### config.mk
export PLATFORM = sky130hd
export DESIGN_NAME = station_download_arbiter
export DESIGN_NICKNAME = d
export VERILOG_FILES = /design/src/rtl/station_pkg.sv /design/src/rtl/station_download_arbiter_rr_picker.sv /design/src/rtl/station_download_arbiter.sv
export SDC_FILE = /design/constraint.sdc
export NUM_CORES = 1
export LEC_CHECK = 0
export ABC_AREA = 1
export ABC_CLOCK_PERIOD_IN_PS = 1050
export CAP_MARGIN = 25
export CORE_MARGIN = 8
export CORE_UTILIZATION = 39
export CTS_BUF_LIST = sky130_fd_sc_hd__clkbuf_8 sky130_fd_sc_hd__clkbuf_16
export DETAILED_ROUTE_END_ITERATION = 16
export PLACE_DENSITY = 0.73
export SKIP_CTS_REPAIR_TIMING = 1
export SYNTH_ARGS = -nofsm -noshare
export SYNTH_HDL_FRONTEND = slang
export SYNTH_SLANG_ARGS = --single-unit
### constraint.sdc
create_clock -name clk -period 1.05 [get_ports clk]
set_input_delay 0.315 -clock clk [delete_from_list [all_inputs] [get_ports clk]]
set_output_delay 0.315 -clock clk [all_outputs]
set_load 0.03 [all_outputs]
### src/rtl/station_pkg.sv
// Shared types and helpers for the station download arbiter.
// Provides the arbiter state encoding, the default watchdog limit and the round-robin pick function.
package station_pkg;

   typedef enum logic [2:0] {
      IDLE,
      GRANT,
      WAIT_START,
      XFER,
      DONE
   } arb_state_t;

   localparam int STATION_DEFAULT_TIMEOUT = 16;
   localparam int RR_MAX_CAM = 8;

   typedef struct packed {
      logic       found;
      logic [2:0] idx;
   } rr_pick_t;

   // Lowest rotated offset wins, so the loop walks from the far end down to ptr.
   function automatic rr_pick_t rr_pick(input logic [RR_MAX_CAM-1:0] req,
                                        input logic [2:0]            ptr,
                                        input int                    n);
      rr_pick_t   res;
      logic [2:0] pos;
      res = '0;
      for (int k = RR_MAX_CAM - 1; k >= 0; k--) begin
         if (k < n) begin
            pos = 3'((int'(ptr) + k) % n);
            if (req[pos]) begin
               res.found = 1'b1;
               res.idx   = pos;
            end
         end
      end
      return res;
   endfunction

endpackage

### src/rtl/station_download_arbiter_rr_picker.sv
// Combinational round-robin picker: first set request at or after ptr_i, wrapping over N_CAM.
// Standalone so it can be exercised on its own.
module rr_picker
   import station_pkg::*;
#(
   parameter int N_CAM = 2,
   parameter int IDW   = $clog2(N_CAM)
) (
   input  logic [N_CAM-1:0] req_i,
   input  logic [IDW-1:0]   ptr_i,
   output logic             found_o,
   output logic [IDW-1:0]   idx_o
);

   logic [RR_MAX_CAM-1:0] req_pad;
   logic [2:0]            ptr_pad;
   rr_pick_t              pick;

   genvar gi;
   generate
      for (gi = 0; gi < RR_MAX_CAM; gi++) begin : g_pad
         if (gi < N_CAM) begin : g_in
            assign req_pad[gi] = req_i[gi];
         end else begin : g_zero
            assign req_pad[gi] = 1'b0;
         end
      end
   endgenerate

   assign ptr_pad = 3'(ptr_i);
   assign pick    = rr_pick(req_pad, ptr_pad, N_CAM);
   assign found_o = pick.found;
   assign idx_o   = IDW'(pick.idx);

endmodule

### src/rtl/station_download_arbiter.sv
// Round-robin download-link arbiter with start watchdog for N_CAM camera units.
// Optional transfer-length statistics are built when STATION_XFER_STATS_EN is defined.
module station_download_arbiter
   import station_pkg::*;
#(
   parameter int N_CAM   = 2,
   parameter int TIMEOUT = STATION_DEFAULT_TIMEOUT,
   parameter int IDW     = $clog2(N_CAM)
) (
   input  logic             clk,
   input  logic             reset,
   input  logic [N_CAM-1:0] ready_req,
   input  logic [N_CAM-1:0] buf_empty,
   output logic [N_CAM-1:0] download_pulse,
   output logic [N_CAM-1:0] flush_pulse,
   output logic [IDW-1:0]   owner,
   output logic             owner_valid,
   output logic             timeout_evt,
   output logic [15:0]      last_xfer_len
);

   localparam int WDW = (TIMEOUT > 2) ? $clog2(TIMEOUT) : 1;
   localparam logic [WDW-1:0] WD_LAST = WDW'(TIMEOUT - 1);
   localparam logic [WDW-1:0] WD_PRE  = WDW'(TIMEOUT - 2);

   arb_state_t       state_q, state_d;
   logic [IDW-1:0]   owner_q, owner_d;
   logic [IDW-1:0]   rr_ptr_q, rr_ptr_d;
   logic [WDW-1:0]   wd_cnt_q, wd_cnt_d;
   logic [N_CAM-1:0] dl_q, dl_d;
   logic [N_CAM-1:0] fl_q, fl_d;
   logic             ov_q, ov_d;
   logic             to_q, to_d;

   logic             pick_found;
   logic [IDW-1:0]   pick_idx;
   logic             owner_ready;
   logic             owner_empty;

   rr_picker #(
      .N_CAM (N_CAM),
      .IDW   (IDW)
   ) u_picker (
      .req_i   (ready_req),
      .ptr_i   (rr_ptr_q),
      .found_o (pick_found),
      .idx_o   (pick_idx)
   );

   assign owner_ready = ready_req[owner_q];
   assign owner_empty = buf_empty[owner_q];

   always_comb begin
      state_d  = state_q;
      owner_d  = owner_q;
      rr_ptr_d = rr_ptr_q;
      wd_cnt_d = wd_cnt_q;
      unique case (state_q)
         IDLE: begin
            if (pick_found) begin
               owner_d = pick_idx;
               state_d = GRANT;
            end
         end
         GRANT: begin
            wd_cnt_d = '0;
            state_d  = WAIT_START;
         end
         WAIT_START: begin
            if (!owner_ready) begin
               state_d = XFER;
            end else begin
               wd_cnt_d = wd_cnt_q + 1'b1;
               if (wd_cnt_q == WD_LAST) begin
                  state_d = XFER;
               end
            end
         end
         XFER: begin
            if (owner_empty) begin
               state_d = DONE;
            end
         end
         DONE: begin
            rr_ptr_d = (owner_q == IDW'(N_CAM - 1)) ? '0 : owner_q + 1'b1;
            state_d  = IDLE;
         end
         default: state_d = IDLE;
      endcase
   end

   // Pulses are registered, so each is decided one cycle ahead: the flush lands
   // on the cycle where wd_cnt reaches TIMEOUT-1.
   always_comb begin
      dl_d = '0;
      fl_d = '0;
      if (state_d == GRANT) begin
         dl_d[owner_d] = 1'b1;
      end
      to_d = (state_q == WAIT_START) && owner_ready &&
             (wd_cnt_q == WD_PRE) && (state_d == WAIT_START);
      if (to_d) begin
         fl_d[owner_q] = 1'b1;
      end
      ov_d = (state_d != IDLE);
   end

   always_ff @(posedge clk) begin
      if (reset) begin
         state_q  <= IDLE;
         owner_q  <= '0;
         rr_ptr_q <= '0;
         wd_cnt_q <= '0;
         dl_q     <= '0;
         fl_q     <= '0;
         ov_q     <= 1'b0;
         to_q     <= 1'b0;
      end else begin
         state_q  <= state_d;
         owner_q  <= owner_d;
         rr_ptr_q <= rr_ptr_d;
         wd_cnt_q <= wd_cnt_d;
         dl_q     <= dl_d;
         fl_q     <= fl_d;
         ov_q     <= ov_d;
         to_q     <= to_d;
      end
   end

   assign download_pulse = dl_q;
   assign flush_pulse    = fl_q;
   assign owner          = owner_q;
   assign owner_valid    = ov_q;
   assign timeout_evt    = to_q;

`ifdef STATION_XFER_STATS_EN
   logic [15:0] len_cnt_q, len_cnt_d;
   logic [15:0] last_len_q, last_len_d;

   // The captured length includes the cycle in which the transfer completes.
   always_comb begin
      len_cnt_d  = len_cnt_q;
      last_len_d = last_len_q;
      if (state_q == GRANT) begin
         len_cnt_d = '0;
      end else if ((state_q == WAIT_START || state_q == XFER) && len_cnt_q != 16'hFFFF) begin
         len_cnt_d = len_cnt_q + 16'd1;
      end
      if (state_q != DONE && state_d == DONE) begin
         last_len_d = len_cnt_d;
      end
   end

   always_ff @(posedge clk) begin
      if (reset) begin
         len_cnt_q  <= '0;
         last_len_q <= '0;
      end else begin
         len_cnt_q  <= len_cnt_d;
         last_len_q <= last_len_d;
      end
   end

   assign last_xfer_len = last_len_q;
`else
   assign last_xfer_len = '0;
`endif

endmodule

# [Yosys cells after proc, flatten, opt, wreduce, memory -nomap -nowiden]
# Cells that the tools add are included.
[word_totals] reg_bits=15 inputBits=6
[classes] n_addsub=3 magnitude_cmp=6 n_eq_ne=9 n_mux=24 bitwise_logic=3 n_reduce_logical=11
[ops] operator="2-to-1 mux 1 bit" count=12
[ops] operator="2-to-1 mux 3 bit" count=4
[ops] operator="2-to-1 mux 4 bit" count=3
[ops] operator="one-hot mux 3 bit (4 select lines)" count=1
[ops] operator="equality test 3 x 2 -> 1 bit (second input constant)" count=3
[ops] operator="equality test 4 bit (second input constant)" count=2
[ops] operator="one-hot mux 4 bit (2 select lines)" count=1
[ops] operator="equality test 3 x 1 -> 1 bit (second input constant)" count=2
[ops] operator="logical AND 1 bit" count=5
[ops] operator="adder 4 x 1 -> 4 bit (second input constant)" count=1
[ops] operator="< comparator 1 x 2 -> 1 bit (second input constant)" count=2
[ops] operator="< comparator 1 x 4 -> 1 bit (second input constant)" count=1
[ops] operator="< comparator 3 x 4 -> 1 bit (second input constant)" count=1
[ops] operator="OR reduction 2 bit" count=2
[ops] operator="equality test 3 bit (second input constant)" count=1
[ops] operator="logical NOT 3 bit" count=1
[ops] operator="nonzero test 3 bit" count=1
[ops] operator="adder 1 bit (second input constant)" count=2
[ops] operator="binary-select mux 1 bit (select 2 bit)" count=1
[ops] operator="demux 1 bit (select 1 bit)" count=2
[ops] operator="greater-or-equal comparator 1 bit (second input constant)" count=2
[ops] operator="inequality test 2 bit (second input constant)" count=1
[ops] operator="NOT 1 bit" count=2
[ops] operator="AND reduction 2 bit" count=1
[ops] operator="other kinds (2)" count=2

# [Depth between registers and ports, before layout]
# Gate-level depths: netlist of run 1.
[depth] ltp_word=12 mapped_depth=8

# [Hierarchy]
# Synthesis of run 1 repeated with hierarchy kept, for this count alone.
[hier_totals] cells_unflattened=110 area_unflattened_um2=824.5
[by_module_without_submodules] module="station_download_arbiter" n_inst=1 cells_each=106 area_each_um2=805.8
[by_module_without_submodules] module="rr_picker" n_inst=1 cells_each=4 area_each_um2=18.8

# [Worst setup path after synthesis of run 1]
# No wires, ideal clock.
[synth_path] path_kind="reg-to-reg" start="reg owner_q, in the netlist owner" end="reg wd_cnt_q[0]" t_arrival_ns=1.130 slack_ns=-0.199 path_stages_with_launch=8 path_cell_list="dfxtp_1 inv_2 nand2_1 nand2_2 nand2_4 nand2_2 o21ai_0 nor2_1"
[synth_via] elab_chain_cells=4
[synth_lines] element="start: declaration" line="station_download_arbiter.sv:27" rtl="logic [IDW-1:0] owner_q, owner_d;"
[synth_lines] element="start signal: assignment" line="station_download_arbiter.sv:120" rtl="owner_q <= owner_d;"
[synth_lines] element="2-to-1 mux 1 bit (not written as such) (2 in a row)" line="station_download_arbiter.sv:50" rtl="assign owner_ready = ready_req[owner_q];"
[synth_lines] element="inequality test 2 bit (no line)"
[synth_lines] element="AND reduction 2 bit (no line)"
[synth_lines] element="end signal: assignment" line="station_download_arbiter.sv:122" rtl="wd_cnt_q <= wd_cnt_d;"
[synth_lines] element="end: declaration" line="station_download_arbiter.sv:29" rtl="logic [WDW-1:0] wd_cnt_q, wd_cnt_d;"
# Every way passes these cells. The select of a mux whose other input is x is not followed.
# A chain may end at the register's enable or synchronous reset.

# [Worst setup path after layout of run 1]
[layout_path] start="reg owner_q, in the netlist owner" end="out owner"
[layout_lines] element="end: declaration" line="station_download_arbiter.sv:16" rtl="output logic [IDW-1:0] owner,"
# No word-level cell between the ends.

==> out/qor.csv, run 1 <==
stage,metric,value,unit
sta,setup_violations,9,
routing,ant_nets,0,
setup_path,worstPathRequired,730,ps
sta,fin_crit_sh,110,%
floorplan,die_x,61.9,µm
synth,synthTopCellsByCount,"17 x nand2_1, 16 x buf_4, 15 x dfxtp_1",
status,status,"complete, but fails checks",
layout,final_nets,145,
power_and_ir_drop,intPower,0.00114,W
clock_tree,clkSlewWorstSetupHoldPaths,60,ps
worst_hold_path,hold_class,flop to flop,
setup_path,rr_startpoint,state_q[2],
clock_tree,clkSinkCount,15,
floorplan,io_pins,29,
run,max-cap-violations,0,
setup_path,cp_num_buf_inv,2,
synth,syn_area_per_cell,7.67,µm²
synth,syn_inst,107,
setup_path,crit_path_start,owner,
setup_path,critPathKind,flop to primary output,
synth,synth.most_common_cell,nand2_1,
routing,drc,0,
layout,finish.utilization,58.5,%
global_route,first_global_vias,667,
setup_path,path_cells,buf_6 > buf_6,
floorplan,placementRows,16,
setup_path,slowest_delay,360,ps
synth,synthArstFlopShare,0,%
setup_path,cp_slowest_cell,dfxtp_4,
sta,rsz0062_at_grt,true,
sta,period_minus_slack,1150,ps
global_route,grt_max_degree,10,
sta,final.setup.tns,-471,ps
place,dp_hpwl,1.33,mm
sta,setup_ws,-102,ps
synth,synth_edf_count,0,
clock_tree,cts_buffers,3,
power_and_ir_drop,irDropWorstVdd,0.612,mV
sta,finalMaxSlewViolations,0,
synth,syn_area,821,µm²
floorplan,die_h,61.9,µm
place,io_buffers,12,
sta,fin_worst_skew,1.46,ps
synth,synth_seq_cells,15,
sta,finalHoldViolations,0,
power_and_ir_drop,p_sw,0.000634,W
floorplan,dieArea,3830,µm²
clock_tree,root_buffer,clkbuf_8,
setup_path,cp_max_fo,4,
setup_path,endpoint_kind,primary output,
sta,fmax,868,MHz
place,gp_congestion,0.803,
global_route,antenna_found_initial,0,
clock_tree,worstSkewPairLatency,240,ps
routing,first_pass_iters,4,
power_and_ir_drop,p_leak,0.557,nW
synth,yosysTopAreaCell,dfxtp_1,
power_and_ir_drop,p_seq_share,38.6,%
setup_path,cp_top_family,flip-flops,
clock_tree,cts_tree,yes,
routing,wl,1.97,mm
power_and_ir_drop,power_density,1530,nW/µm²
routing,wl_per_cell,12.1,µm
status,violations,setup timing,
worst_hold_path,worstHoldStart,rr_ptr_q,
synth,synth_flop_cell,dfxtp_1,
clock_tree,cts_buffer_depth,2,
global_route,grt_util_all_layers,9.46,%
layout,diodes,0,
power_and_ir_drop,total_power,0.00178,W
synth,ys_types,24,
place,place_ws,-411,ps
setup_path,critPathArrivalTime,840,ps
global_route,grt-ovfl-total,0,
routing,drt-vias-per-instance,4.44,
floorplan,initial_core_util,41.4,%
power_and_ir_drop,p_clk_share,25.8,%
synth,ys_seq_area_share,36.6,%
setup_path,startpoint_type,flop,
synth,synth_top_area_share,36.6,%
synth,synth_warnings,0,
layout,area_growth,41.2,%
power_and_ir_drop,combPwrFrac,35.6,%
routing,vias,724,
global_route,grt_pass1_wl,2.72,mm
power_and_ir_drop,switching_share,35.6,%
routing,drtIter0Drc,23,
clock_tree,ctsHtreeMaxLevel,1,
floorplan,core,1980,µm²
setup_path,cpMostUsedCell,buf_6,
layout,layout-drive-gt1-share,43.4,%
synth,synth_area_leaders,"dfxtp_1 37%, buf_4 15%, nand2_1 7.8%",
[worst reg2reg max path, delay by kind of cell, from the launching register on]
family	cells	cell delay, ps
buffers and inverters	1	80
flip-flops	1	330
AND/OR/NAND/NOR	5	500
AO/OA/AOI/OAI	1	130
[cell usage in the layout, fill, tap and decap left out, types with 2 or more instances in the layout]
master | netlist | layout
nand2_4 | 1 | 3
o21ai_1 | 1 | 2
buf_4 | 16 | 14
dlymetal6s2s_1 | 0 | 4
a21oi_2 | 2 | 2
nor2_1 | 12 | 10
dfxtp_1 | 15 | 8
dfxtp_2 | 0 | 6
nand3_1 | 7 | 7
inv_2 | 2 | 2
conb_1 | 1 | 16
buf_6 | 0 | 7
nand2_2 | 3 | 8
nor2_4 | 2 | 6
clkbuf_8 | 0 | 3
nand2_1 | 17 | 10
nand4_1 | 3 | 3
a21oi_1 | 2 | 2
inv_1 | 9 | 8
[power groups by stage]
stage	Sequential, W	Clock, W	Combinational [W]
3_3_place_gp	0.000675	0	0.000503
5_1_grt	0.000693	0.000501	0.000689
6_report	0.000687	0.000458	0.000633
4_1_cts	0.000669	0.000471	0.000514
3_5_place_dp	0.000681	0	0.000510
2_1_floorplan	0.000723	0	0.000335
[per-layer routing]
layer	vias to the layer above	part of all wire [%]	GRT usage, %	wire length [µm]
li1	363	-	-	-
met1	332	42	11.0	830
met2	25	51	15.2	998
met3	4	5.3	1.65	104
met4	0	2.1	6.82	41
met5	-	0	0	0
[registers in the layout, indices dropped and copies added, names as in the netlist]
name            cells
download_pulse      2
flush_pulse         2
owner               1
owner_valid         1
rr_ptr_q            1
state_q             3
timeout_evt         1
wd_cnt_q            4
[cells by family after synthesis]
logic type	Yosys count	synth area share (%)
xor+xnor	1	1.07
simple gates	51	31.6
compound gates	10	7.62
other cells	1	0.457
buf+inv	27	19.7
flops	15	36.6
fa+ha+maj	2	3.05
[layout make-up]
cell class / count / area [µm²]
well taps: 27 / 33.8
inverters: 11 / 43.8
flip-flops and latches: 15 / 312
multi-input cells: 80 / 479
clock inverters: 1 / 5.00
clock buffers: 3 / 41.3
fillers: 173 / 823
repair buffers: 26 / 244
[metrics by stage]
| step | hold slack [ps] | area (µm²) | std cells |
|---|---|---|---|
| after CTS | 475 | 1020 | 159 |
| after global routing | 509 | 1160 | 163 |
| final | 483 | 1160 | 163 |
| after global placement | 459 | 972 | 155 |
| after detailed placement | 467 | 972 | 155 |
| after floorplan | 377 | 881 | 122 |
[worst paths after layout]
kind / depth (start not counted) / endpoint / slack [ps]
max: 2 / owner / -100
min: 2 / rr_ptr_q / 480
max reg2reg: 7 / wd_cnt_q[1] / -90
min reg2reg: 2 / rr_ptr_q / 480
(Power assumes the default switching activity.)
==> inputs of run 2 (changes only) <==
--- a/config.mk
+++ b/config.mk
@@ -6,13 +6,13 @@
 export NUM_CORES = 1
 export LEC_CHECK = 0
 export ABC_AREA = 1
-export ABC_CLOCK_PERIOD_IN_PS = 1050
+export ABC_CLOCK_PERIOD_IN_PS = 1100
 export CAP_MARGIN = 25
 export CORE_MARGIN = 8
-export CORE_UTILIZATION = 39
+export CORE_UTILIZATION = 40
 export CTS_BUF_LIST = sky130_fd_sc_hd__clkbuf_8 sky130_fd_sc_hd__clkbuf_16
 export DETAILED_ROUTE_END_ITERATION = 16
-export PLACE_DENSITY = 0.73
+export PLACE_DENSITY = 0.71
 export SKIP_CTS_REPAIR_TIMING = 1
 export SYNTH_ARGS = -nofsm -noshare
 export SYNTH_HDL_FRONTEND = slang
==> constraint.sdc (replaced) <==
create_clock -name clk -period 1.1 [get_ports clk]
set_input_delay 0.33 -clock clk [delete_from_list [all_inputs] [get_ports clk]]
set_output_delay 0.33 -clock clk [all_outputs]
set_load 0.03 [all_outputs]
==> run 2 against run 1 <==
  * The flow still finishes with violations (setup timing)
  * Count of clock-buffer cells in the layout did not move
  * Core utilization shrank 5.4 points
  * Design area shrank 11%
  * Hold slack worse by 28 ps
  * Critical endpoint is now flush_pulse[1]
  * Final cell count decreased by 5.5%
==> out/qor.csv, run 2 (same netlist as run 1, synthesis figures left out) <==
stage,metric,value,unit,change
setup_path,crit_path_start,state_q[1],,was owner
status,violations,setup timing,,unchanged
power_and_ir_drop,power_density,1540,nW/µm²,was 1530 nW/µm²
floorplan,io_pins,29,,unchanged
sta,setup_ws,-24.5,ps,was -102 ps
setup_path,cp_slowest_cell,dfxtp_1,,was dfxtp_4
floorplan,die_x,61.3,µm,was 61.9 µm
clock_tree,clkSlewWorstSetupHoldPaths,60,ps,about the same
global_route,grt_util_all_layers,10.0,%,was 9.46%
power_and_ir_drop,irDropWorstVdd,0.800,mV,was 0.612 mV
routing,drtIter0Drc,15,,was 23
routing,wl_per_cell,11.8,µm,was 12.1 µm
floorplan,dieArea,3760,µm²,was 3830 µm²
place,gp_congestion,0.777,,was 0.803
layout,final_nets,136,,was 145
setup_path,endpoint_kind,flop,,was primary output
clock_tree,cts_tree,yes,,unchanged
clock_tree,root_buffer,clkbuf_8,,unchanged
layout,layout-drive-gt1-share,33.9,%,was 43.4%
clock_tree,ctsHtreeMaxLevel,1,,unchanged
setup_path,cp_max_fo,5,,was 4
setup_path,r2r_slack,-20,ps,was -90 ps
global_route,grt_max_degree,10,,unchanged
status,status,"complete, but fails checks",,unchanged
setup_path,critPathKind,flop to flop,,was flop to primary output
routing,wl,1.81,mm,was 1.97 mm
sta,fmax,889,MHz,
layout,layout_commonest_cell,conb_1,,unchanged
routing,drc,0,,unchanged
sta,setup_violations,5,,was 9
layout,largest_register_ffs,4,,unchanged
layout,reg.largest.list,"wd_cnt_q: 4 flops, state_q: 3 flops",,unchanged
global_route,grt_pass1_wl,2.83,mm,was 2.72 mm
setup_path,reg2reg_to,flush_pulse[1],,was wd_cnt_q[1]
global_route,first_global_vias,709,,was 667
worst_hold_path,hold_class,primary input to flop,,was flop to flop
sta,period_minus_slack,1120,ps,
setup_path,cp_num_buf_inv,0,,was 2
layout,final_cell_mix,"16 x conb_1, 15 x nand2_1, 11 x buf_4, 10 x dfxtp_1, 9 x nor2_1",,"was 16 x conb_1, 14 x buf_4, 10 x nor2_1, 10 x nand2_1"
floorplan,placementRows,16,,unchanged
place,dp_hpwl,1.39,mm,was 1.33 mm
clock_tree,clkSinkCount,15,,unchanged
global_route,antenna_found_initial,0,,unchanged
setup_path,rr_startpoint,state_q[1],,was state_q[2]
clock_tree,cts_buffers,3,,unchanged
sta,whs,455,ps,was 483 ps
floorplan,core,1940,µm²,was 1980 µm²
routing,vias,695,,was 724
setup_path,worstPathRequired,1290,ps,was 730 ps
global_route,grt-ovfl-total,0,,unchanged
routing,drt-vias-per-instance,4.51,,was 4.44
power_and_ir_drop,total_power,0.00159,W,was 0.00178 W
sta,rsz0062_at_grt,true,,unchanged
sta,finalMaxSlewViolations,0,,unchanged
sta,finalHoldViolations,0,,unchanged
setup_path,slowest_delay,380,ps,was 360 ps
setup_path,cp_top_family,simple AND/OR/NAND/NOR gates,,was flip-flops
floorplan,die_h,61.3,µm,was 61.9 µm
setup_path,path_cells,nand2_2 > nor2_4 > nand2_4 > nor2_4 > nand3_2 > nor2_1,,was buf_6 > buf_6
place,io_buffers,12,,unchanged
routing,ant_nets,0,,unchanged
routing,first_pass_iters,4,,unchanged
run,max-cap-violations,0,,unchanged
sta,fin_worst_skew,0.699,ps,was 1.46 ps
layout,area_growth,25.6,%,was 41.2%
sta,final.setup.tns,-66.4,ps,was -471 ps
layout,top_register,wd_cnt_q,,unchanged
sta,fin_crit_sh,102,%,
clock_tree,worstSkewPairLatency,250,ps,was 240 ps
setup_path,startpoint_type,flop,,unchanged
setup_path,rr_worst_depth,6,,was 7
setup_path,cp.depth,6,,was 2
floorplan,initial_core_util,42.3,%,was 41.4%
layout,diodes,0,,unchanged
clock_tree,cts_buffer_depth,2,,unchanged
setup_path,critPathArrivalTime,1310,ps,was 840 ps
power_and_ir_drop,p_leak,0.506,nW,was 0.557 nW
setup_path,cp-endpoint,flush_pulse[1],,was owner
setup_path,cpMostUsedCell,nor2_4,,was buf_6
==> run 2: cell count changes in the layout (fill, tap and decap cells not counted), moves of 2 or more <==
cell / previous run / this run
nor2_2: 1 / 4
dfxtp_2: 6 / 4
nor2_4: 6 / 4
buf_4: 14 / 11
dfxtp_1: 8 / 10
nand2_2: 8 / 5
buf_6: 7 / 1
nand2_4: 3 / 1
nand2_1: 10 / 15
==> run 2: how the worst min path moves through the flow <==
| stage | from | end | slack [ps] | cells after the start |
|---|---|---|---|---|
| 2_1_floorplan | reset | wd_cnt_q[2] | 390 | 1 |
| 3_3_place_gp | owner | flush_pulse[0] | 450 | 1 |
| 3_5_place_dp | owner | flush_pulse[0] | 450 | 1 |
| 4_1_cts | owner | flush_pulse[0] | 460 | 1 |
| 5_1_grt | owner | flush_pulse[0] | 480 | 1 |
| 6_report | reset | wd_cnt_q[3] | 460 | 3 |
==> run 2: area by class of cell <==
| cell class | instances | area [µm²] |
|---|---|---|
| Clock inverter | 1 | 5.00 |
| Multi-Input combinational cell | 80 | 444 |
| Timing Repair Buffer | 17 | 156 |
| Inverter | 11 | 41.3 |
| Clock buffer | 3 | 41.3 |
| Sequential cell | 15 | 309 |
| Fill cell | 202 | 911 |
| Tap cell | 27 | 33.8 |
==> run 2: per-stage QoR <==
stage / instances / area [µm²] / utilization [%] / setup WS (ps)
after global placement: 148 / 920 / 47.4 / -347
after detailed placement: 148 / 920 / 47.4 / -402
final: 154 / 1030 / 53.1 / -24.5
after floorplan: 122 / 881 / - / 44.6
after global routing: 154 / 1030 / 53.1 / -128
after CTS: 152 / 966 / 49.7 / -141
==> run 2: where the power goes <==
part           internal (W)  total (W)  leakage (nW)  switching [W]
logic              0.000163   0.000483         0.356       0.000319
registers          0.000601   0.000652         0.125      0.0000513
clock network      0.000251   0.000454        0.0255       0.000203
==> run 2: layer usage <==
metal  part of all wire [%]  GRT usage, %  up-vias
li1                       -             -      346
met1                     37          10.1      323
met2                     52          18.1       21
met3                    8.6          3.13        5
met4                    1.7          4.98        0
met5                      0             0        -
==> run 2: worst reg2reg max path: stages, from the launching register on <==
cell and delay, ps:
dfxtp_1 380, nand2_2 90, nor2_4 170, nand2_4 100, nor2_4 110, nand3_2 90
nor2_1 120
==> inputs of run 3 (changes only) <==
--- a/config.mk
+++ b/config.mk
@@ -8,11 +8,14 @@
 export ABC_AREA = 1
 export ABC_CLOCK_PERIOD_IN_PS = 1100
 export CAP_MARGIN = 25
+export CELL_PAD_IN_SITES_DETAIL_PLACEMENT = 2
+export CELL_PAD_IN_SITES_GLOBAL_PLACEMENT = 2
+export CORE_ASPECT_RATIO = 2
 export CORE_MARGIN = 8
-export CORE_UTILIZATION = 40
+export CORE_UTILIZATION = 23
 export CTS_BUF_LIST = sky130_fd_sc_hd__clkbuf_8 sky130_fd_sc_hd__clkbuf_16
 export DETAILED_ROUTE_END_ITERATION = 16
-export PLACE_DENSITY = 0.71
+export PLACE_DENSITY = 0.75
 export SKIP_CTS_REPAIR_TIMING = 1
 export SYNTH_ARGS = -nofsm -noshare
 export SYNTH_HDL_FRONTEND = slang
==> run 3 against run 2 <==
  * The run still ends with setup timing left
  * Non-clock buffer count increased by 6
  * Clock skew increased by 2.2 ps
  * Count of clock-buffer cells in the layout unchanged
  * Global-route usage decreased by 2.6 points
  * Register-to-register slack about the same
  * Hold slack improved by 25 ps
  * Die area increased by 56%
  * Fmax decreased by 1.1%
  * Power increased by 6.0%
==> out/qor.csv, run 3 (same netlist as run 1, synthesis figures left out) <==
stage,metric,value,unit,change
status,status,"complete, but fails checks",,unchanged
status,violations,setup timing,,unchanged
sta,period_minus_slack,1140,ps,was 1120 ps
global_route,grt_util_all_layers,7.43,%,was 10.0%
sta,fin_worst_skew,2.92,ps,was 0.699 ps
sta,final.setup.tns,-243,ps,was -66.4 ps
layout,layout_commonest_cell,buf_4,,was conb_1
power_and_ir_drop,combPwrFrac,33.4,%,was 30.4%
floorplan,dieArea,5850,µm²,was 3760 µm²
setup_path,cp_slowest_cell,dfxtp_2,,was dfxtp_1
sta,setup_violations,12,,was 5
sta,finalHoldViolations,0,,unchanged
sta,fmax,880,MHz,was 889 MHz
run,max-cap-violations,0,,unchanged
clock_tree,cts_buffers,3,,unchanged
routing,ant_nets,0,,unchanged
floorplan,die_h,100,µm,was 61.3 µm
sta,finalMaxSlewViolations,0,,unchanged
layout,stdcell_count,182,,was 154
clock_tree,clkSinkCount,15,,unchanged
global_route,grt_max_degree,9,,was 10
layout,seq_area,313,µm²,was 309 µm²
power_and_ir_drop,switching_share,37.4,%,was 36.1%
routing,drc,0,,unchanged
setup_path,endpoint_kind,flop,,unchanged
setup_path,critPathArrivalTime,1330,ps,was 1310 ps
sta,rsz0062_at_grt,true,,unchanged
global_route,antenna_found_initial,0,,unchanged
power_and_ir_drop,irDropWorstVdd,0.992,mV,was 0.800 mV
setup_path,rr_startpoint,state_q[2],,was state_q[1]
routing,drtIter0Drc,4,,was 15
setup_path,crit_path_start,state_q[2],,was state_q[1]
floorplan,placementRows,31,,was 16
place,place_area,977,µm²,was 920 µm²
place,place_ws,-424,ps,was -402 ps
layout,final_nets,142,,was 136
layout,diodes,0,,unchanged
power_and_ir_drop,p_leak,0.536,nW,was 0.506 nW
routing,wl_per_cell,13.1,µm,was 11.8 µm
place,dp_hpwl,1.71,mm,was 1.39 mm
place,gp_congestion,0.768,,was 0.777
sta,whs,480,ps,was 455 ps
layout,nFillCells,423,,was 202
floorplan,die_x,58.2,µm,was 61.3 µm
power_and_ir_drop,intPower,0.00105,W,was 0.00101 W
sta,fin_crit_sh,103,%,was 102%
worst_hold_path,hold_class,flop to flop,,was primary input to flop
floorplan,core,3530,µm²,was 1940 µm²
sta,setup_ws,-37.0,ps,was -24.5 ps
clock_tree,cts_tree,yes,,unchanged
setup_path,path_cells,inv_4 > nand2_4 > nor2_4 > nand2_4 > nor2_4 > nand3_2 > nor2_1,,was nand2_2 > nor2_4 > nand2_4 > nor2_4 > nand3_2 > nor2_1
clock_tree,ctsHtreeMaxLevel,1,,unchanged
clock_tree,root_buffer,clkbuf_8,,unchanged
layout,area_growth,38.0,%,was 25.6%
power_and_ir_drop,power_density,1490,nW/µm²,was 1540 nW/µm²
floorplan,io_pins,29,,unchanged
layout,largest_register_ffs,4,,unchanged
setup_path,startpoint_type,flop,,unchanged
setup_path,reg2reg_to,flush_pulse[1],,unchanged
clock_tree,worstSkewPairLatency,260,ps,was 250 ps
routing,first_pass_iters,3,,was 4
place,io_buffers,12,,unchanged
layout,multi_input_area,468,µm²,was 444 µm²
power_and_ir_drop,p_seq_share,39.5,%,was 41.0%
setup_path,r2r_slack,-40,ps,was -20 ps
setup_path,critPathKind,flop to flop,,unchanged
global_route,grt_pass1_wl,3.51,mm,was 2.83 mm
clock_tree,cts_buffer_depth,2,,unchanged
layout,layout-drive-gt1-share,37.6,%,was 33.9%
power_and_ir_drop,p_sw,0.000629,W,was 0.000573 W
setup_path,cp-endpoint,flush_pulse[1],,unchanged
routing,wl,2.39,mm,was 1.81 mm
setup_path,worstPathRequired,1300,ps,was 1290 ps
power_and_ir_drop,p_clk_share,27.1,%,was 28.6%
place,place_inst,174,,was 148
layout,reg.largest.list,"wd_cnt_q: 4 flops, state_q: 3 flops",,unchanged
setup_path,slowest_delay,340,ps,was 380 ps
global_route,grt-ovfl-total,0,,unchanged
setup_path,cp_max_fo,6,,was 5
floorplan,initial_core_util,23.3,%,was 42.3%
setup_path,rr_worst_depth,7,,was 6
layout,top_register,wd_cnt_q,,unchanged
layout,post-route-cell-area,1130,µm²,was 1030 µm²
global_route,first_global_vias,752,,was 709
clock_tree,clkSlewWorstSetupHoldPaths,60,ps,about the same
layout,final_cell_mix,"17 x buf_4, 16 x conb_1, 13 x nand2_1, 10 x nor2_1, 9 x dfxtp_1",,"was 16 x conb_1, 15 x nand2_1, 11 x buf_4, 10 x dfxtp_1, 9 x nor2_1"
routing,vias,726,,was 695
routing,drt-vias-per-instance,3.99,,was 4.51
run 3: cell types whose count changed in the layout (fill, tap and decap cells not counted), moves of 2 or more:
cell	before	now
nor2_2	4	2
nand2_4	1	3
o21ai_0	1	3
buf_4	11	17
nand2_1	15	13
inv_4	0	2
run 3: worst max-delay path: cells and delay by family, from the launching register on:
| kind | cells | cell delay, ps |
|---|---|---|
| buffers and inverters | 1 | 90 |
| DFF | 1 | 340 |
| and+or+nand+nor | 6 | 650 |
run 3: layout make-up:
type	count	area share [%]
Sequential cell	15	27.6
Timing Repair Buffer	23	17.6
Tap cell	49	5.41
Multi-Input combinational cell	80	41.3
Clock buffer	3	3.65
Inverter	11	4.09
Clock inverter	1	0.331
run 3: metal layers:
metal	vias up	global-route usage, %	wire [µm]
li1	358	-	-
met1	351	7.62	916
met2	14	13.9	1330
met3	3	2.30	104
met4	0	1.71	38
met5	-	0	0
run 3: worst min-delay path by stage:
stage	startpoint	endpoint	slack, ps	cells past startpoint
after floorplan	reset	wd_cnt_q[2]	390	1
after CTS	owner	flush_pulse[0]	460	1
after detailed placement	owner	flush_pulse[0]	450	1
after global placement	owner	flush_pulse[0]	460	1
after global routing	owner	flush_pulse[0]	500	1
final	owner	flush_pulse[0]	480	1
run 3: power by group through the flow:
| stage | Combinational [W] | Sequential, W | Clock, W |
|---|---|---|---|
| 3_5_place_dp | 0.000474 | 0.000656 | 0 |
| 3_3_place_gp | 0.000458 | 0.000655 | 0 |
| 2_1_floorplan | 0.000320 | 0.000690 | 0 |
| 6_report | 0.000561 | 0.000665 | 0.000456 |
| 4_1_cts | 0.000479 | 0.000644 | 0.000445 |
| 5_1_grt | 0.000611 | 0.000676 | 0.000491 |
run 3: through the flow:
| stage | util [%] | total power, W |
|---|---|---|
| after global placement | 27.7 | 0.00111 |
| after floorplan | - | 0.00101 |
| after CTS | 29.0 | 0.00157 |
| after detailed placement | 27.7 | 0.00113 |
| final | 32.1 | 0.00168 |
| after global routing | 32.1 | 0.00178 |
==> RTL change 1: new RTL, flow settings as in run 1 <==
The package constant `STATION_DEFAULT_TIMEOUT` goes from 16 to 32.
--- a/src/rtl/station_pkg.sv
+++ b/src/rtl/station_pkg.sv
@@ -12,3 +12,3 @@
 
-   localparam int STATION_DEFAULT_TIMEOUT = 16;
+   localparam int STATION_DEFAULT_TIMEOUT = 32;
    localparam int RR_MAX_CAM = 8;
Function: same outputs for any inputs over 10 cycles, from zero or initial values and one cycle with reset high; that may be too few to reach the edited logic, so the function may still have changed.
==> RTL change 1 against run 1 <==
Clock power increased by 20%. Worst setup slack got worse by 65 ps. Design area increased by 16%. Sequential power increased by 7.9%. The run still ends with setup timing left. Total power increased by 11%. Non-clock buffer count increased by 6. Register-to-register slack got worse by 80 ps. Critical path type is now flip-flop to flip-flop. Clock skew increased by 1.4 ps. Area after synthesis increased by 5.3%. Wire length increased by 11%. Sequential cell count increased by 1. Global-route usage increased by 0.23 points. Die area increased by 3.9%.
==> RTL change 1: results (changes against run 1) <==
** Synth
- Distinct cell type count of the synthesized netlist :: 22 (was 24)
- List of most frequent post-synthesis cells: nor2_1, nand2_1, buf_4, dfxtp_1, inv_1 (was nand2_1, buf_4, dfxtp_1).
- Adder-Cell Fraction of Synth Area :: 4.34% (was 3.05%)
- Register area share after synthesis :: 37.0% (was 36.6%)
- Xor/xnor cell area share of the yosys netlist :: 0% (was 1.07%)
- Most used standard cell by instance count after synthesis :: nor2_1 (was nand2_1)
- Leading cell types by total area after synthesis :: dfxtp_1, buf_4, nor2_1 (was dfxtp_1, buf_4, nand2_1)
- The compound-cell area share of the yosys netlist came to 5.50% (was 7.62%).

** Global route
- The number of global-route vias before repair came to 780 (was 667).
- The wire length of the first global-routing pass came to 3220 um (was 2720 um).
- All-layer global routing usage :: 9.70% (was 9.46%)

** Worst hold path
- The worst hold path startpoint is reset (was rr_ptr_q$_SDFFE_PP0N_).
- The worst hold-check path type is input pin to flip-flop (was flip-flop to flip-flop).

** Placed design
- The routability congestion estimate is 0.785 (was 0.803).
- HPWL after detailed placement :: 1440 um (was 1330 um)
- Port Buffers :: 12 (unchanged)

** Power and ir drop
- The maximum VDD drop was 1100 uV (was 612 uV).
- Standby leakage power :: 0.662 nW (was 0.557 nW)
- Switch share :: 35.1% (was 35.6%)

** Critical path
- Critical Path Source :: wd_cnt_q[0]$_SDFFE_PP0P_ (was owner$_SDFF_PP0_)
- Data arrival time at the worst-slack endpoint :: 1370 ps (was 840 ps)

** Outcome
- Violated checks :: setup timing (unchanged)
- Status: finished with violations (unchanged).

** STA
- Crit path setup slack, layout :: -167 ps (was -102 ps)
- The clock tree skew after final layout was 2.89 ps (was 1.46 ps).
- The final setup violation count was 11 (was 9).

** Finish
- Fill cell instance count of the final layout :: 199 (was 173)
- Largest registers :: wd_cnt_q: 5 flops, state_q: 3 flops (was wd_cnt_q: 4 flops, state_q: 3 flops)
- The ratio of cells with drive above 1 in the final layout was 45.5% (was 43.4%).
- Net count, final :: 166 (was 145)

** Routing
- Iteration-0 DRC count of the detailed router :: 12 (was 23)
- Routed Wire Length :: 2190 um (was 1970 um)

** Die
- Area of the die :: 3980 um2 (was 3830 um2)
[RTL change 1: cell count changes after synthesis, moves of 2 or more]
cell,change
nand2_1,+4
nor2_1,+10
nor2_4,-2
nand3_1,-2
a21oi_2,-2
inv_1,+6
a21oi_1,+3
nand2_2,-2
[RTL change 1: final cells by class]
type	count	share of cell area (%)
Clock buffer	4	4.10
Inverter	16	5.03
Multi-Input combinational cell	88	40.7
Sequential cell	16	25.5
Tap cell	28	2.61
Timing Repair Buffer	32	22.0
[RTL change 1: logic make-up (layout without fill, tap and decap cells)]
kind of cell / after synthesis / count (layout)
DFF: 16 / 16
and+or+nand+nor: 60 / 60
adders and majority gates: 3 / 3
AOI/OAI and AO/OA: 9 / 9
other: 1 / 16
buffers and inverters: 33 / 52
[RTL change 1: worst paths after layout]
check,end,slack (ps)
hold reg to reg,flush_pulse[0]$_SDFF_PP0_,470
setup / recovery,owner_valid$_SDFF_PP0_,-170
hold / removal,state_q[1]$_SDFF_PP0_,420
setup reg to reg,owner_valid$_SDFF_PP0_,-170
[RTL change 1: power by group through the flow]
stage                     Clock (mW)  Combinational [mW]  Sequential, mW
after floorplan                    0               0.358           0.757
after global placement             0               0.523           0.720
after detailed placement           0               0.532           0.724
after CTS                      0.570               0.534           0.710
after global routing           0.593               0.748           0.748
final                          0.549               0.688           0.741
[RTL change 1: routing by layer]
metal	vias to the layer above	GRT usage, %	share of wire [%]
li1	410	-	-
met3	3	4.59	6.5
met2	23	17.2	56
met5	-	0	0
met1	358	9.66	36
met4	0	3.42	1.0
[RTL change 1: stage by stage]
stage | cell area [um2] | worst slack (ps) | std cells
floorplan | 950 | -82.3 | 137
global placement | 1080 | -417 | 176
detailed placement | 1080 | -444 | 176
CTS | 1140 | -175 | 180
global route | 1340 | -238 | 184
finish | 1340 | -167 | 184
==> RTL change 2: new RTL, settings of run 1 <==
Without the edit above. The 5 states of `arb_state_t` get a one-hot encoding in 5 bits.
--- a/src/rtl/station_pkg.sv
+++ b/src/rtl/station_pkg.sv
@@ -4,8 +4,8 @@
 
-   typedef enum logic [2:0] {
-      IDLE,
-      GRANT,
-      WAIT_START,
-      XFER,
-      DONE
+   typedef enum logic [4:0] {
+      IDLE       = 5'b00001,
+      GRANT      = 5'b00010,
+      WAIT_START = 5'b00100,
+      XFER       = 5'b01000,
+      DONE       = 5'b10000
    } arb_state_t;
Check against the original RTL: no difference found for any inputs over 10 cycles, from zero or initial values and one cycle with reset high; not proved beyond that.
==> RTL change 2 against run 1 <==
The run still ends with setup timing left. Total power shrank 6.8%. Wire length grew 19%. Worst setup slack lost 13 ps. Area after synthesis grew 21%. Non-clock buffer count grew 4. Sequential cell count grew 2. Design area grew 20%. Global-route usage grew 0.12 points. Critical path type is now flip-flop to flip-flop. Largest cell class unchanged. Highest routed layer unchanged.
==> RTL change 2: results (changes against run 1) <==
** Outcome
- Status :: finished with violations (unchanged)
- Violated checks: setup timing (unchanged).

** Finish
- Multi-input gates :: 95 (was 80)
- The non-clock inverter total of the final layout was 22 (was 11).
- Seq area share :: 26.0% (was 26.9%)
- The net count of the finished layout is 177 (was 145).
- Layout cell share with drive strength beyond 1 :: 48.2% (was 43.4%)
- The count of plain and timing-repair buffers was 30 (was 26).
- The clock-cell share of area came to 3.25% (was 4.00%).
- Fraction of area in multi-input gates :: 42.9% (was 41.4%)

** Critical path
- Largest fanout on the critical path :: 5 (was 4)
- The endpoint of the worst setup timing path was flush_pulse[1]$_SDFF_PP0_ (was owner).
- The library cell contributing the largest single delay on the critical path is dfxtp_2 (was dfxtp_4).
- Critical Path Source :: state_q[3]$_SDFF_PP0_ (was owner$_SDFF_PP0_)

** Synth
- List of most frequent post-synthesis cells: nand2_1, buf_4, dfxtp_1 (unchanged).
- The share of the yosys chip area belonging to registers was 34.2% (was 36.6%).
- Leading cell types by total area after synthesis: dfxtp_1, buf_4, nand2_1 (unchanged).
- Xor/xnor cell area share of the yosys netlist :: 1.76% (was 1.07%)
- Post-synthesis compound-gate area fraction :: 5.53% (was 7.62%)
- Mean Syn Cell Area :: 7.31 um2 (was 7.67 um2)

** Global route
- GR Util met2 :: 18.0% (was 15.2%)
- Vias in the first global route :: 814 (was 667)
- The met3 demand-to-capacity share in global routing was 1.01% (was 1.65%).
- First-pass GRT wire length :: 3370 um (was 2720 um)
- All-layer global routing usage :: 9.59% (was 9.46%)

** Power and ir drop
- Switch share :: 33.0% (was 35.6%)
- Standby leakage power :: 0.667 nW (was 0.557 nW)
- Largest voltage drop on the vdd net :: 904 uV (was 612 uV)

** Routing
- The detail-routed net length per standard cell came to 11.9 um (was 12.1 um).
- Routed length on met1 :: 939 um (was 830 um)
- Met3 wirelength from detailed routing :: 53 um (was 104 um)
- Total via count after detailed routing :: 886 (was 724)
- Iteration-0 DRC count of the detailed router :: 19 (was 23)

** STA
- Crit path setup slack, layout :: -115 ps (was -102 ps)
- The final setup violation count is 13 (was 9).

** Placed design
- HPWL after detailed placement :: 1680 um (was 1330 um)
- The routability congestion estimate was 0.777 (was 0.803).
- The pre-CTS worst setup slack was -450 ps (was -411 ps).
## RTL change 2: cell count changes after synthesis, sizes merged, moves of 4 or more
| cell | before | now |
|---|---|---|
| inv | 11 | 22 |
| nand3 | 8 | 13 |
| nor2 | 17 | 21 |
| nand2 | 21 | 26 |
## RTL change 2: power groups by stage
stage | Combinational [mW] | Sequential, mW | Clock [mW]
global placement | 0.375 | 0.714 | 0
finish | 0.464 | 0.711 | 0.482
detailed placement | 0.382 | 0.715 | 0
floorplan | 0.287 | 0.746 | 0
CTS | 0.383 | 0.700 | 0.501
global route | 0.506 | 0.715 | 0.529
## RTL change 2: stage by stage
stage / power (mW) / hold WS [ps] / setup TNS, ps / utilization (%) / area, um2
floorplan: 1.03 / 444 / 0 / - / 1060
global placement: 1.09 / 462 / -5920 / 47.3 / 1160
detailed placement: 1.10 / 464 / -6100 / 47.3 / 1160
CTS: 1.58 / 474 / -2040 / 49.2 / 1210
global route: 1.75 / 502 / -2120 / 56.4 / 1390
finish: 1.66 / 478 / -1040 / 56.4 / 1390
